[src/rtl/apb_pkg.sv]
// Shared types and address-field constants for the APB master bridge.
package apb_pkg;

  typedef enum logic [1:0] {IDLE, SETUP, ACCESS} apb_state_e;

  // Slave slot field addr[15:12] and peripheral region field addr[31:16]
  localparam int SLOT_LSB   = 12;
  localparam int SLOT_W     = 4;
  localparam int REGION_LSB = 16;
  localparam int REGION_W   = 16;

endpackage

[src/rtl/apb_master_bridge_if.sv]
// Requester-side handshake plus shared APB bus of the bridge, one bundle.
interface apb_master_bridge_if #(
  parameter int NUM_SLAVES = 4
);

  logic                    transfer;
  logic [31:0]             addr;
  logic                    write;
  logic [31:0]             wdata;
  logic [31:0]             rdata;
  logic                    ready;
  logic                    err;
  logic                    busy;
  logic [31:0]             PADDR;
  logic                    PWRITE;
  logic                    PENABLE;
  logic [31:0]             PWDATA;
  logic [NUM_SLAVES-1:0]   PSEL;
  logic [32*NUM_SLAVES-1:0] PRDATA_S;
  logic [NUM_SLAVES-1:0]   PREADY_S;

  modport master (
    input  transfer, addr, write, wdata, PRDATA_S, PREADY_S,
    output rdata, ready, err, busy, PADDR, PWRITE, PENABLE, PWDATA, PSEL
  );

  modport slave (
    output transfer, addr, write, wdata, PRDATA_S, PREADY_S,
    input  rdata, ready, err, busy, PADDR, PWRITE, PENABLE, PWDATA, PSEL
  );

endinterface

[src/rtl/apb_addr_decoder.sv]
// Combinational peripheral decode: region match plus slot index and one-hot select.
module apb_addr_decoder
  import apb_pkg::*;
#(
  parameter int          NUM_SLAVES = 4,
  parameter logic [31:0] BASE_ADDR  = 32'h1000_0000
) (
  input  logic [31:0]           addr,
  output logic                  hit,
  output logic [SLOT_W-1:0]     idx,
  output logic [NUM_SLAVES-1:0] sel
);

  always_comb begin
    idx = addr[SLOT_LSB +: SLOT_W];
    hit = (addr[REGION_LSB +: REGION_W] == BASE_ADDR[REGION_LSB +: REGION_W]) &&
          (32'(idx) < NUM_SLAVES);
    sel = '0;
    for (int i = 0; i < NUM_SLAVES; i++) begin
      sel[i] = hit && (idx == SLOT_W'(i));
    end
  end

endmodule

[src/rtl/apb_master_bridge.sv]
// APB master: turns one-cycle CPU requests into SETUP/ACCESS transfers with
// address decode, ready/data muxing and an ACCESS-phase timeout.
module apb_master_bridge
  import apb_pkg::*;
#(
  parameter int          NUM_SLAVES     = 4,
  parameter logic [31:0] BASE_ADDR      = 32'h1000_0000,
  parameter int          TIMEOUT_CYCLES = 255
) (
  input  logic                PCLK,
  input  logic                PRESET,
  apb_master_bridge_if.master bus
);

  localparam int CNT_W = $clog2(TIMEOUT_CYCLES + 1);
  localparam logic [CNT_W-1:0] CNT_LAST = CNT_W'(TIMEOUT_CYCLES - 1);

  apb_state_e            state, state_next;
  logic                  dec_hit, hit_q;
  logic [SLOT_W-1:0]     dec_idx, idx_q;
  logic [NUM_SLAVES-1:0] dec_sel, sel_q;
  logic [CNT_W-1:0]      cnt;
  logic [31:0]           paddr_q, pwdata_q, rdata_q, rdata_mux;
  logic                  pwrite_q, ready_q, err_q;
  logic                  pready_sel, done, done_err;

  apb_addr_decoder #(
    .NUM_SLAVES (NUM_SLAVES),
    .BASE_ADDR  (BASE_ADDR)
  ) u_dec (
    .addr (bus.addr),
    .hit  (dec_hit),
    .idx  (dec_idx),
    .sel  (dec_sel)
  );

  // Only the selected slave's PREADY/PRDATA can ever influence the transfer
  assign pready_sel = |(bus.PREADY_S & sel_q);

  always_comb begin
    rdata_mux = '0;
    for (int i = 0; i < NUM_SLAVES; i++) begin
      if (idx_q == SLOT_W'(i)) rdata_mux = bus.PRDATA_S[32*i +: 32];
    end
  end

  always_ff @(posedge PCLK or posedge PRESET) begin
    if (PRESET) state <= IDLE;
    else        state <= state_next;
  end

  always_comb begin
    // NOTE: every output gets a default first, so no path can infer a latch.
    state_next = state;
    done       = 1'b0;
    done_err   = 1'b0;
    unique case (state)
      IDLE:   if (bus.transfer) state_next = SETUP;
      SETUP:  state_next = ACCESS;
      ACCESS: begin
        if (!hit_q) begin
          done     = 1'b1;
          done_err = 1'b1;
        end else if (pready_sel) begin
          done     = 1'b1;
        end else if (cnt == CNT_LAST) begin
          done     = 1'b1;
          done_err = 1'b1;
        end
        if (done) state_next = IDLE;
      end
      default: state_next = IDLE;
    endcase
  end

  always_ff @(posedge PCLK or posedge PRESET) begin
    if (PRESET) begin
      paddr_q  <= '0;
      pwrite_q <= 1'b0;
      pwdata_q <= '0;
      hit_q    <= 1'b0;
      idx_q    <= '0;
      sel_q    <= '0;
      cnt      <= '0;
      rdata_q  <= '0;
      err_q    <= 1'b0;
      ready_q  <= 1'b0;
    end else begin
      // NOTE: non-blocking so all registers update from pre-edge values together.
      ready_q <= done;
      if (state == IDLE && bus.transfer) begin
        paddr_q  <= bus.addr;
        pwrite_q <= bus.write;
        pwdata_q <= bus.wdata;
        hit_q    <= dec_hit;
        idx_q    <= dec_idx;
        sel_q    <= dec_sel;
        cnt      <= '0;
      end
      if (state == ACCESS) cnt <= cnt + 1'b1;
      if (done) begin
        err_q   <= done_err;
        rdata_q <= (!done_err && !pwrite_q) ? rdata_mux : '0;
      end
    end
  end

  // Bus strobes are decoded from state so a reset removes them immediately
  assign bus.PSEL    = (state != IDLE) ? sel_q : '0;
  assign bus.PENABLE = (state == ACCESS);
  assign bus.busy    = (state != IDLE);
  assign bus.PADDR   = paddr_q;
  assign bus.PWRITE  = pwrite_q;
  assign bus.PWDATA  = pwdata_q;
  assign bus.rdata   = rdata_q;
  assign bus.err     = err_q;
  assign bus.ready   = ready_q;

endmodule
[src/flat_wrapper.sv]
// flat-port wrapper written by rule: the top's interface ports become plain ports
module apb_master_bridge_flat import apb_pkg::*;
#(
  parameter int          NUM_SLAVES     = 4,
  parameter logic [31:0] BASE_ADDR      = 32'h1000_0000,
  parameter int          TIMEOUT_CYCLES = 255
)
  (PCLK, PRESET, bus_transfer, bus_addr, bus_write, bus_wdata, bus_PRDATA_S, bus_PREADY_S, bus_rdata, bus_ready, bus_err, bus_busy, bus_PADDR, bus_PWRITE, bus_PENABLE, bus_PWDATA, bus_PSEL);
  apb_master_bridge_if #(.NUM_SLAVES(NUM_SLAVES)) bus_i ();
  input  logic PCLK;
  input  logic PRESET;
  input wire logic [$bits(bus_i.transfer)-1:0] bus_transfer;
  input wire logic [$bits(bus_i.addr)-1:0] bus_addr;
  input wire logic [$bits(bus_i.write)-1:0] bus_write;
  input wire logic [$bits(bus_i.wdata)-1:0] bus_wdata;
  input wire logic [$bits(bus_i.PRDATA_S)-1:0] bus_PRDATA_S;
  input wire logic [$bits(bus_i.PREADY_S)-1:0] bus_PREADY_S;
  output wire logic [$bits(bus_i.rdata)-1:0] bus_rdata;
  output wire logic [$bits(bus_i.ready)-1:0] bus_ready;
  output wire logic [$bits(bus_i.err)-1:0] bus_err;
  output wire logic [$bits(bus_i.busy)-1:0] bus_busy;
  output wire logic [$bits(bus_i.PADDR)-1:0] bus_PADDR;
  output wire logic [$bits(bus_i.PWRITE)-1:0] bus_PWRITE;
  output wire logic [$bits(bus_i.PENABLE)-1:0] bus_PENABLE;
  output wire logic [$bits(bus_i.PWDATA)-1:0] bus_PWDATA;
  output wire logic [$bits(bus_i.PSEL)-1:0] bus_PSEL;
  assign bus_i.transfer = bus_transfer;
  assign bus_i.addr = bus_addr;
  assign bus_i.write = bus_write;
  assign bus_i.wdata = bus_wdata;
  assign bus_i.PRDATA_S = bus_PRDATA_S;
  assign bus_i.PREADY_S = bus_PREADY_S;
  assign bus_rdata = bus_i.rdata;
  assign bus_ready = bus_i.ready;
  assign bus_err = bus_i.err;
  assign bus_busy = bus_i.busy;
  assign bus_PADDR = bus_i.PADDR;
  assign bus_PWRITE = bus_i.PWRITE;
  assign bus_PENABLE = bus_i.PENABLE;
  assign bus_PWDATA = bus_i.PWDATA;
  assign bus_PSEL = bus_i.PSEL;
  apb_master_bridge #(.NUM_SLAVES(NUM_SLAVES), .BASE_ADDR(BASE_ADDR), .TIMEOUT_CYCLES(TIMEOUT_CYCLES)) u_core (.PCLK(PCLK), .PRESET(PRESET), .bus(bus_i));
endmodule
[config.mk]
export PLATFORM = sky130hd
export DESIGN_NAME = apb_master_bridge_flat
export DESIGN_NICKNAME = d
export VERILOG_FILES = /design/src/rtl/apb_pkg.sv /design/src/rtl/apb_master_bridge_if.sv /design/src/rtl/apb_addr_decoder.sv /design/src/rtl/apb_master_bridge.sv /design/src/flat_wrapper.sv
export SDC_FILE = /design/constraint.sdc
export NUM_CORES = 1
export LEC_CHECK = 0
export ABC_AREA = 1
export CAP_MARGIN = 15
export CORE_MARGIN = 3
export CORE_UTILIZATION = 25
export CTS_CLUSTER_DIAMETER = 80
export DETAILED_ROUTE_END_ITERATION = 12
export GPL_TIMING_DRIVEN = 0
export PLACE_DENSITY_LB_ADDON = 0.05
export SYNTH_ARGS = -nofsm -noshare
export SYNTH_HDL_FRONTEND = slang
export SYNTH_HIERARCHICAL = 1
export SYNTH_SLANG_ARGS = --single-unit
[constraint.sdc]
create_clock -name PCLK -period 6.4 [get_ports PCLK]
set_clock_uncertainty 0.05 [all_clocks]
set_input_delay 1.6 -clock PCLK [delete_from_list [all_inputs] [get_ports PCLK]]
set_output_delay 1.6 -clock PCLK [all_outputs]
set_load 0.1 [all_outputs]
# Word-level counts from Yosys, hierarchy flattened
# Index checks and enable logic that the tools add are counted.
# word_totals
register_bits	118
inputBits	200
output_inout_bits	105
elab_cells	61
# op_classes
add_sub_neg	1
magnitude_cmp	1
eq_ne	12
n_mux	19
n_bitwise	1
n_reduce_logical	16
# op_table
op	n
$mux W32	5
$eq A16 B13 Y1 const B	1
$eq A4 B2 Y1 const B	4
$mux W8	2
$add A8 B1 Y8 const B	1
$eq A4 B1 Y1 const B	2
$eq A8 B8 Y1 const B	1
$logic_not A4 Y1	2
$mux W1	8
$logic_and A1 B1 Y1	7
$pmux W2 S3	1
$and A4 B4 Y4	1
$lt A4 B3 Y1 const B	1
$mux W2	2
$mux W4	1
$reduce_bool A2 Y1	2
$reduce_or A4 Y1	1
$eq A2 B1 Y1 const B	1
$eq A2 B2 Y1 const B	1
$logic_not A1 Y1	2
$logic_not A2 Y1	1
$ne A2 B1 Y1 const B	1
$ne A2 B2 Y1 const B	1
$reduce_and A2 Y1	1

# Longest topological paths before layout
# Gate-level depths: netlist of run 1.
# logic_depth
ltp_word	8
ltp_mapped	10
depth_no_buf	9

# Hierarchy
# Netlist of run 1, hierarchy kept.
# modules_own_cells
module	n_inst	cells_each	area_each_um2	seq_area_each_um2
apb_master_bridge	1	823	5974.5	2952.8
apb_addr_decoder	1	32	156.4	0.0

# Worst setup path after synthesis of run 1
# Ideal clock, no wire load.
# synth_timing
path_kind	register to output
from	reg u_core.state[0]
to	out bus_PSEL[0]
arrival_time_ps	1744
t_required_ps	4750
path_slack_ps	3006
stages_incl_launch_ff	3
n_path_buf	0
path_cell_list	dfrtp_1 -> nor2_4 -> nor2_1
# synth_between
elab_chain_cells	2
# synth_rtl
item	line	text
start, declared	apb_master_bridge.sv:18	apb_state_e state, state_next;
start signal, assigned	apb_master_bridge.sv:49	else state <= state_next;
$reduce_bool A2 Y1	apb_master_bridge.sv:109	assign bus.PSEL = (state != IDLE) ? sel_q : '0;
$mux W4	apb_master_bridge.sv:109	
end, declared	flat_wrapper.sv:26	output wire logic [$bits(bus_i.PSEL)-1:0] bus_PSEL;
# Every way passes these cells.

# Worst setup path after layout of run 1
# layout_timing
from	reg u_core.state[0]
to	out bus_PENABLE
# layout_between
elab_chain_cells	1
# layout_rtl
item	line	text
$eq A2 B2 Y1	apb_master_bridge.sv:110	assign bus.PENABLE = (state == ACCESS);
end, declared	flat_wrapper.sv:24	output wire logic [$bits(bus_i.PENABLE)-1:0] bus_PENABLE;
# Every way passes these cells.

==> reports/metrics.yaml, run 1 <==
power.density_mw_per_mm2: 347.4
cp_cell_sequence: "nor2_4 > clkdlybuf4s50_1"
power_switching_mw: 1.657
grt_pass1_wl_um: 36540
cts_made_buffers: 17
critPathTopFamily: "buffers and inverters"
hold_start: "u_core/bus.err$_DFFE_PP0P_"
io_pins: 305
path_max_fanout: 9
htree_num_levels: 4
antenna_found_initial: 1
pwr-share-comb: 0.463
synth_edf_count: 0
clkSinkCount: 118
drive_above_1_share: 0.07389
top_layer: "met5"
worstPathRequired_ns: 4.75
seqPwrFrac: 0.262
maxCapViolCount: 0
gr-total-overflow: 0
irDropWorstVdd_mv: 0.1852
power.leakage_nw: 4.965
drt-total-wl_um: 23090
avgViaCountPerCell: 4.185
synth_area_leaders: "dfrtp_1 48%, nand2_1 23%, nor2_1 7.0%"
wl_per_cell_um: 15.29
synth_nets: 1057
min_period_ns: 3.992
criticalPathCategory: "reg2out"
max_freq_mhz: 250.5
ctsLongestPathBuffers: 2
cts_hold_buf: 0
postCtsSetupBuffers: 0
dp_hpwl_um: 17360
crit_buf_inv: 1
synth.yosys.warnings: 6
die_w_um: 162.6
synthCells: 855
clock_power_share: 0.275
dieArea_mm2: 0.02644
avgSynthCellArea_um2: 7.171
hold_viol: 0
post-route-period-util: 0.6237
via_count: 6319
worstMarginPinSlew_ns: 1.054
run_status: "finished clean"
crit_path_max_incr_delay_ns: 1.21
drt-initial-drc-count: 317
floorplan.initialDensity: 0.2581
fp.dieH_um: 162.6
arrival_ns: 2.34
place_congestion: 0.7656
wl_met1_um: 10380
synth-seq-cells: 118
ant_nets: 0
crit_start: "u_core/state[0]$_DFFE_PP0P_"
netlist_top_cells_count: "372 x nand2_1, 118 x dfrtp_1, 114 x nor2_1"
async_flop_share: 1.000
io_buffers: 304
rsz0062_at_grt: "false"
firstDrtPassIters: 5
ctsRootBufferMaster: "clkbuf_16"
synth_area_mm2: 0.006131
clkTransAtPathRegs_ns: 0.06
grt_pass1_vias: 6454
min_path_type: "reg2reg"
ys_seq_area_frac: 0.4816
drt_drc_violations_left: 0
synth.distinct_cells: 24
cts-resized-gates: 0
internal_power_mw: 1.884
r2r_start: "u_core/idx_q[3]$_DFFE_PP0P_"
synth.most_common_cell: "nand2_1"
ys.flop_type: "dfrtp_1"
numPlacedInstances: 1479
grt_max_degree: 62
syn_to_final_growth_pct: 66.26
yosysTopAreaCellShare: 0.4816
setup_tns_ns: 0
fp-row-count: 56
slew_violations: 0
fin_cells: 1510
fin_nets: 1381
max-slew-margin-rel: 0.2953
cts_tree: "built"
met3_wirelength_um: 2258
wl_met2_um: 10170
cp-end-kind: "output port"
core_area_mm2: 0.02375
crit_path_top_delay_cell: "clkdlybuf4s50_1"
setup_viol: 0
synth_top_area_cell: "dfrtp_1"
insertion_delay_ns: 0.41
antenna_cells: 0
grt_usage: 0.1760
switching_share: 0.4679
cp-start-kind: "flop"
p_total_mw: 3.541
through the flow:
step / setup slack, ns / hold slack [ns] / cell area [um^2] / utilization
global placement: -0.7335 / 0.4062 / 9573 / 0.4030
floorplan: 1.621 / 0.4169 / 6131 / -
detailed placement: 2.827 / 0.4150 / 9605 / 0.4044
finish: 2.408 / 0.4254 / 10190 / 0.4292
CTS: 2.378 / 0.4317 / 10190 / 0.4292
global route: 2.306 / 0.4455 / 10190 / 0.4292
power groups by stage:
| stage | combinational, mW | sequential (mW) | clock (mW) |
|---|---|---|---|
| floorplan | 0.408 | 1.68 | 0 |
| global placement | 1.65 | 0.939 | 0 |
| detailed placement | 1.65 | 0.938 | 0 |
| CTS | 1.66 | 0.931 | 1.01 |
| global route | 1.75 | 0.947 | 1.05 |
| finish | 1.64 | 0.929 | 0.974 |
worst reg2reg max path: cells and delay by family, from the launching register on:
kind | cells | cell delay [ns]
buffers and inverters | 2 | 0.48
and+or+nand+nor | 5 | 0.53
AOI/OAI and AO/OA | 1 | 0.09
DFF | 1 | 0.40
layout by cell type, fill, tap and decap left out, types with 7 or more instances in the layout:
master	instances
clkbuf_16	17
clkbuf_1	9
clkdlybuf4s50_1	304
nand2_1	372
inv_1	56
nor2_1	114
buf_4	11
buf_2	25
dfrtp_1	118
inv_6	7
nand3b_1	30
o21ai_0	43
nand3_1	44
area by class of cell:
class / instances / area, um^2
plain buffers: 49 / 280.3
clock buffers: 17 / 425.4
fillers: 2505 / 13560
well taps: 319 / 399.1
repair buffers: 305 / 3070
multi-input cells: 628 / 2673
inverters: 60 / 230.2
flip-flops and latches: 118 / 2953
clock inverters: 14 / 162.7
registers in the layout, indices dropped and copies added (netlist names):
name and flops:
u_core/bus.PADDR 32, u_core/bus.PWDATA 32, u_core/bus.PWRITE 1, u_core/bus.err 1
u_core/bus.rdata 32, u_core/bus.ready 1, u_core/cnt 8, u_core/hit_q 1
u_core/idx_q 4, u_core/sel_q 4, u_core/state 2
kinds of logic (layout without fill, tap and decap cells):
| family | Yosys count | count (layout) | share of synthesized area |
|---|---|---|---|
| AO/OA/AOI/OAI | 49 | 49 | 0.04041 |
| adder cells (fa/ha/maj) | 2 | 2 | 0.004081 |
| buffers and inverters | 109 | 445 | 0.08245 |
| flip-flops | 118 | 118 | 0.4816 |
| AND/OR/NAND/NOR | 577 | 577 | 0.3914 |
final timing paths:
| path | end | slack, ns | depth (start not counted) |
|---|---|---|---|
| max | bus_PENABLE | 2.41 | 2 |
| min reg2reg | u_core/bus.err$_DFFE_PP0P_ | 0.43 | 2 |
| max in group asynchronous | u_core/bus.rdata[12]$_DFFE_PP0P_ | 3.98 | 3 |
| min | u_core/bus.err$_DFFE_PP0P_ | 0.43 | 2 |
| min in group asynchronous | u_core/bus.rdata[0]$_DFFE_PP0P_ | 1.61 | 2 |
| max reg2reg | u_core/bus.rdata[23]$_DFFE_PP0P_ | 4.73 | 8 |
routing by layer:
layer  vias to the layer above  GRT usage
met5                         -          0
met4                         2    0.03883
met3                        19    0.06943
met2                       230     0.2785
met1                      2805     0.2286
li1                       3263          -
Note: power is estimated with default switching activity, not from simulation.
==> run 2: changes to the inputs <==
==> constraint.sdc (replaced) <==
create_clock -name PCLK -period 3.9 [get_ports PCLK]
set_clock_uncertainty 0.05 [all_clocks]
set_input_delay 0.975 -clock PCLK [delete_from_list [all_inputs] [get_ports PCLK]]
set_output_delay 0.975 -clock PCLK [all_outputs]
set_load 0.1 [all_outputs]
==> run 2 against run 1 <==
Against the previous run:
- non-clock buffer count increased by 2
- combinational power rose by 64%
- via count rose by 0.51%
- setup slack got worse by 1.9 ns
- clock power grew 64%
- critical path depth increased by 1
- sequential power rose by 64%
- power is 64% higher
- die area stayed put
- largest cell class unchanged
==> reports/metrics.yaml, run 2 (synthesized netlist as in run 1, its figures left out) <==
worstMarginPinSlew_ns: 1.053
internal_power_mw: 3.098
dieArea_mm2: 0.02644
cp_cell_sequence: "inv_1 > nor2_4 > clkdlybuf4s50_1"
fp-row-count: 56
max-slew-margin-rel: 0.2959
irDropWorstVdd_mv: 0.3743
clkSinkCount: 118
reg2regPathDepth: 8
via_count: 6351
pwr-share-comb: 0.463
floorplan.initialDensity: 0.2581
critical_path_depth: 3
critPathTopFamily: "buffers and inverters"
slew_violations: 0
min_period_ns: 3.369
power.leakage_nw: 4.976
drt-initial-drc-count: 291
hold_viol: 0
wl_per_cell_um: 15.06
postCtsSetupBuffers: 0
drt_drc_violations_left: 0
grt_max_degree: 34
core_area_mm2: 0.02375
grt_pass1_vias: 6208
io_pins: 305
place_congestion: 0.7925
ctsLongestPathBuffers: 2
criticalPathCategory: "reg2out"
seqPwrFrac: 0.262
crit_buf_inv: 2
worstPathRequired_ns: 2.87
gr-total-overflow: 0
arrival_ns: 2.34
setup_viol: 0
switching_share: 0.4671
syn_to_final_growth_pct: 66.90
cp-end-kind: "output port"
path_max_fanout: 9
fillerInstances: 2435
cts-resized-gates: 0
insertion_delay_ns: 0.41
ant_nets: 0
io_buffers: 304
die_w_um: 162.6
max_freq_mhz: 296.8
antenna_found_initial: 0
dp_hpwl_um: 17630
maxCapViolCount: 0
drt-total-wl_um: 22800
avgViaCountPerCell: 4.195
fin_nets: 1383
cts_tree: "built"
holdPathStages: 2
firstDrtPassIters: 6
ctsRootBufferMaster: "clkbuf_16"
fp.dieH_um: 162.6
p_total_mw: 5.813
cts_hold_buf: 0
clock_power_share: 0.275
power_switching_mw: 2.715
min_path_type: "reg2reg"
run_status: "finished clean"
power.density_mw_per_mm2: 568.1
drive_above_1_share: 0.07538
crit_path_top_delay_cell: "clkdlybuf4s50_1"
cp-start-kind: "flop"
htree_num_levels: 4
post-route-period-util: 0.8639
rsz0062_at_grt: "false"
setup_tns_ns: 0
final_cell_mix: "372 x nand2_1, 304 x clkdlybuf4s50_1, 118 x dfrtp_1, 114 x nor2_1, 56 x inv_1"
cts_made_buffers: 17
clkTransAtPathRegs_ns: 0.05
final_common_cell: "nand2_1"
grt_pass1_wl_um: 34930
grt_usage: 0.1686
crit_path_max_incr_delay_ns: 1.20
## run 2: cell type report
cell class / instances / area, um^2 / area share
Timing Repair Buffer: 307 / 3103 / 0.3033
Clock inverter: 14 / 163.9 / 0.01602
Sequential cell: 118 / 2953 / 0.2886
Tap cell: 319 / 399.1 / 0.03901
Antenna cell: 1 / 2.502 / 0.0002446
Multi-Input combinational cell: 628 / 2673 / 0.2612
Clock buffer: 18 / 429.2 / 0.04194
Inverter: 60 / 229.0 / 0.02238
Buffer: 49 / 280.3 / 0.02739
## run 2: metal layers
metal / vias to the layer above / GRT usage / wire length, um
met5: - / 0 / 0
met4: 0 / 0.03576 / 172
met3: 9 / 0.06587 / 2103
met2: 209 / 0.2791 / 10500
met1: 2850 / 0.2097 / 10020
li1: 3283 / - / -
## run 2: power by group through the flow
| stage | sequential [mW] | clock, mW | combinational, mW |
|---|---|---|---|
| 6_report | 1.52 | 1.60 | 2.69 |
| 5_1_grt | 1.55 | 1.71 | 2.85 |
| 4_1_cts | 1.52 | 1.65 | 2.72 |
| 3_5_place_dp | 1.54 | 0 | 2.71 |
| 3_3_place_gp | 1.54 | 0 | 2.71 |
| 2_1_floorplan | 2.76 | 0 | 0.669 |
## run 2: through the flow
stage	instances	setup WS (ns)	hold slack [ns]	cell area (um^2)	util
after floorplan	855	1.131	0.4169	6135	-
after global placement	1478	0.01084	0.4063	9577	0.4032
after detailed placement	1481	0.9407	0.4103	9637	0.4057
after CTS	1513	0.4841	0.4250	10230	0.4307
after global routing	1513	0.4362	0.4368	10230	0.4307
final	1514	0.5308	0.4184	10230	0.4308
## run 2: tightest hold or removal path, stage by stage, from the launching register on
cell and delay (ns):
dfrtp_1 0.34, nand2_1 0.05, nand2_1 0.05
## run 2: final timing paths
| check | start | slack, ns | endpoint |
|---|---|---|---|
| worst max-delay path | u_core/state[1]$_DFFE_PP0P_ | 0.53 | bus_PENABLE |
| worst min-delay path | u_core/bus.err$_DFFE_PP0P_ | 0.42 | u_core/bus.err$_DFFE_PP0P_ |
| worst max register to register | u_core/idx_q[3]$_DFFE_PP0P_ | 2.21 | u_core/bus.rdata[19]$_DFFE_PP0P_ |
| worst min register to register | u_core/bus.err$_DFFE_PP0P_ | 0.42 | u_core/bus.err$_DFFE_PP0P_ |
| max in group asynchronous | PRESET | 2.20 | u_core/bus.PADDR[14]$_DFFE_PP0P_ |
| min in group asynchronous | PRESET | 0.98 | u_core/bus.rdata[29]$_DFFE_PP0P_ |
==> run 3: changes to the inputs <==
--- a/config.mk
+++ b/config.mk
@@ -9,7 +9,7 @@
 export CAP_MARGIN = 15
 export CORE_MARGIN = 3
 export CORE_UTILIZATION = 25
-export CTS_CLUSTER_DIAMETER = 80
+export CTS_CLUSTER_DIAMETER = 40
 export DETAILED_ROUTE_END_ITERATION = 12
 export GPL_TIMING_DRIVEN = 0
 export PLACE_DENSITY_LB_ADDON = 0.05
==> results of run 3 <==
The final DEF is identical to that of run 2; final timing and power are the same.
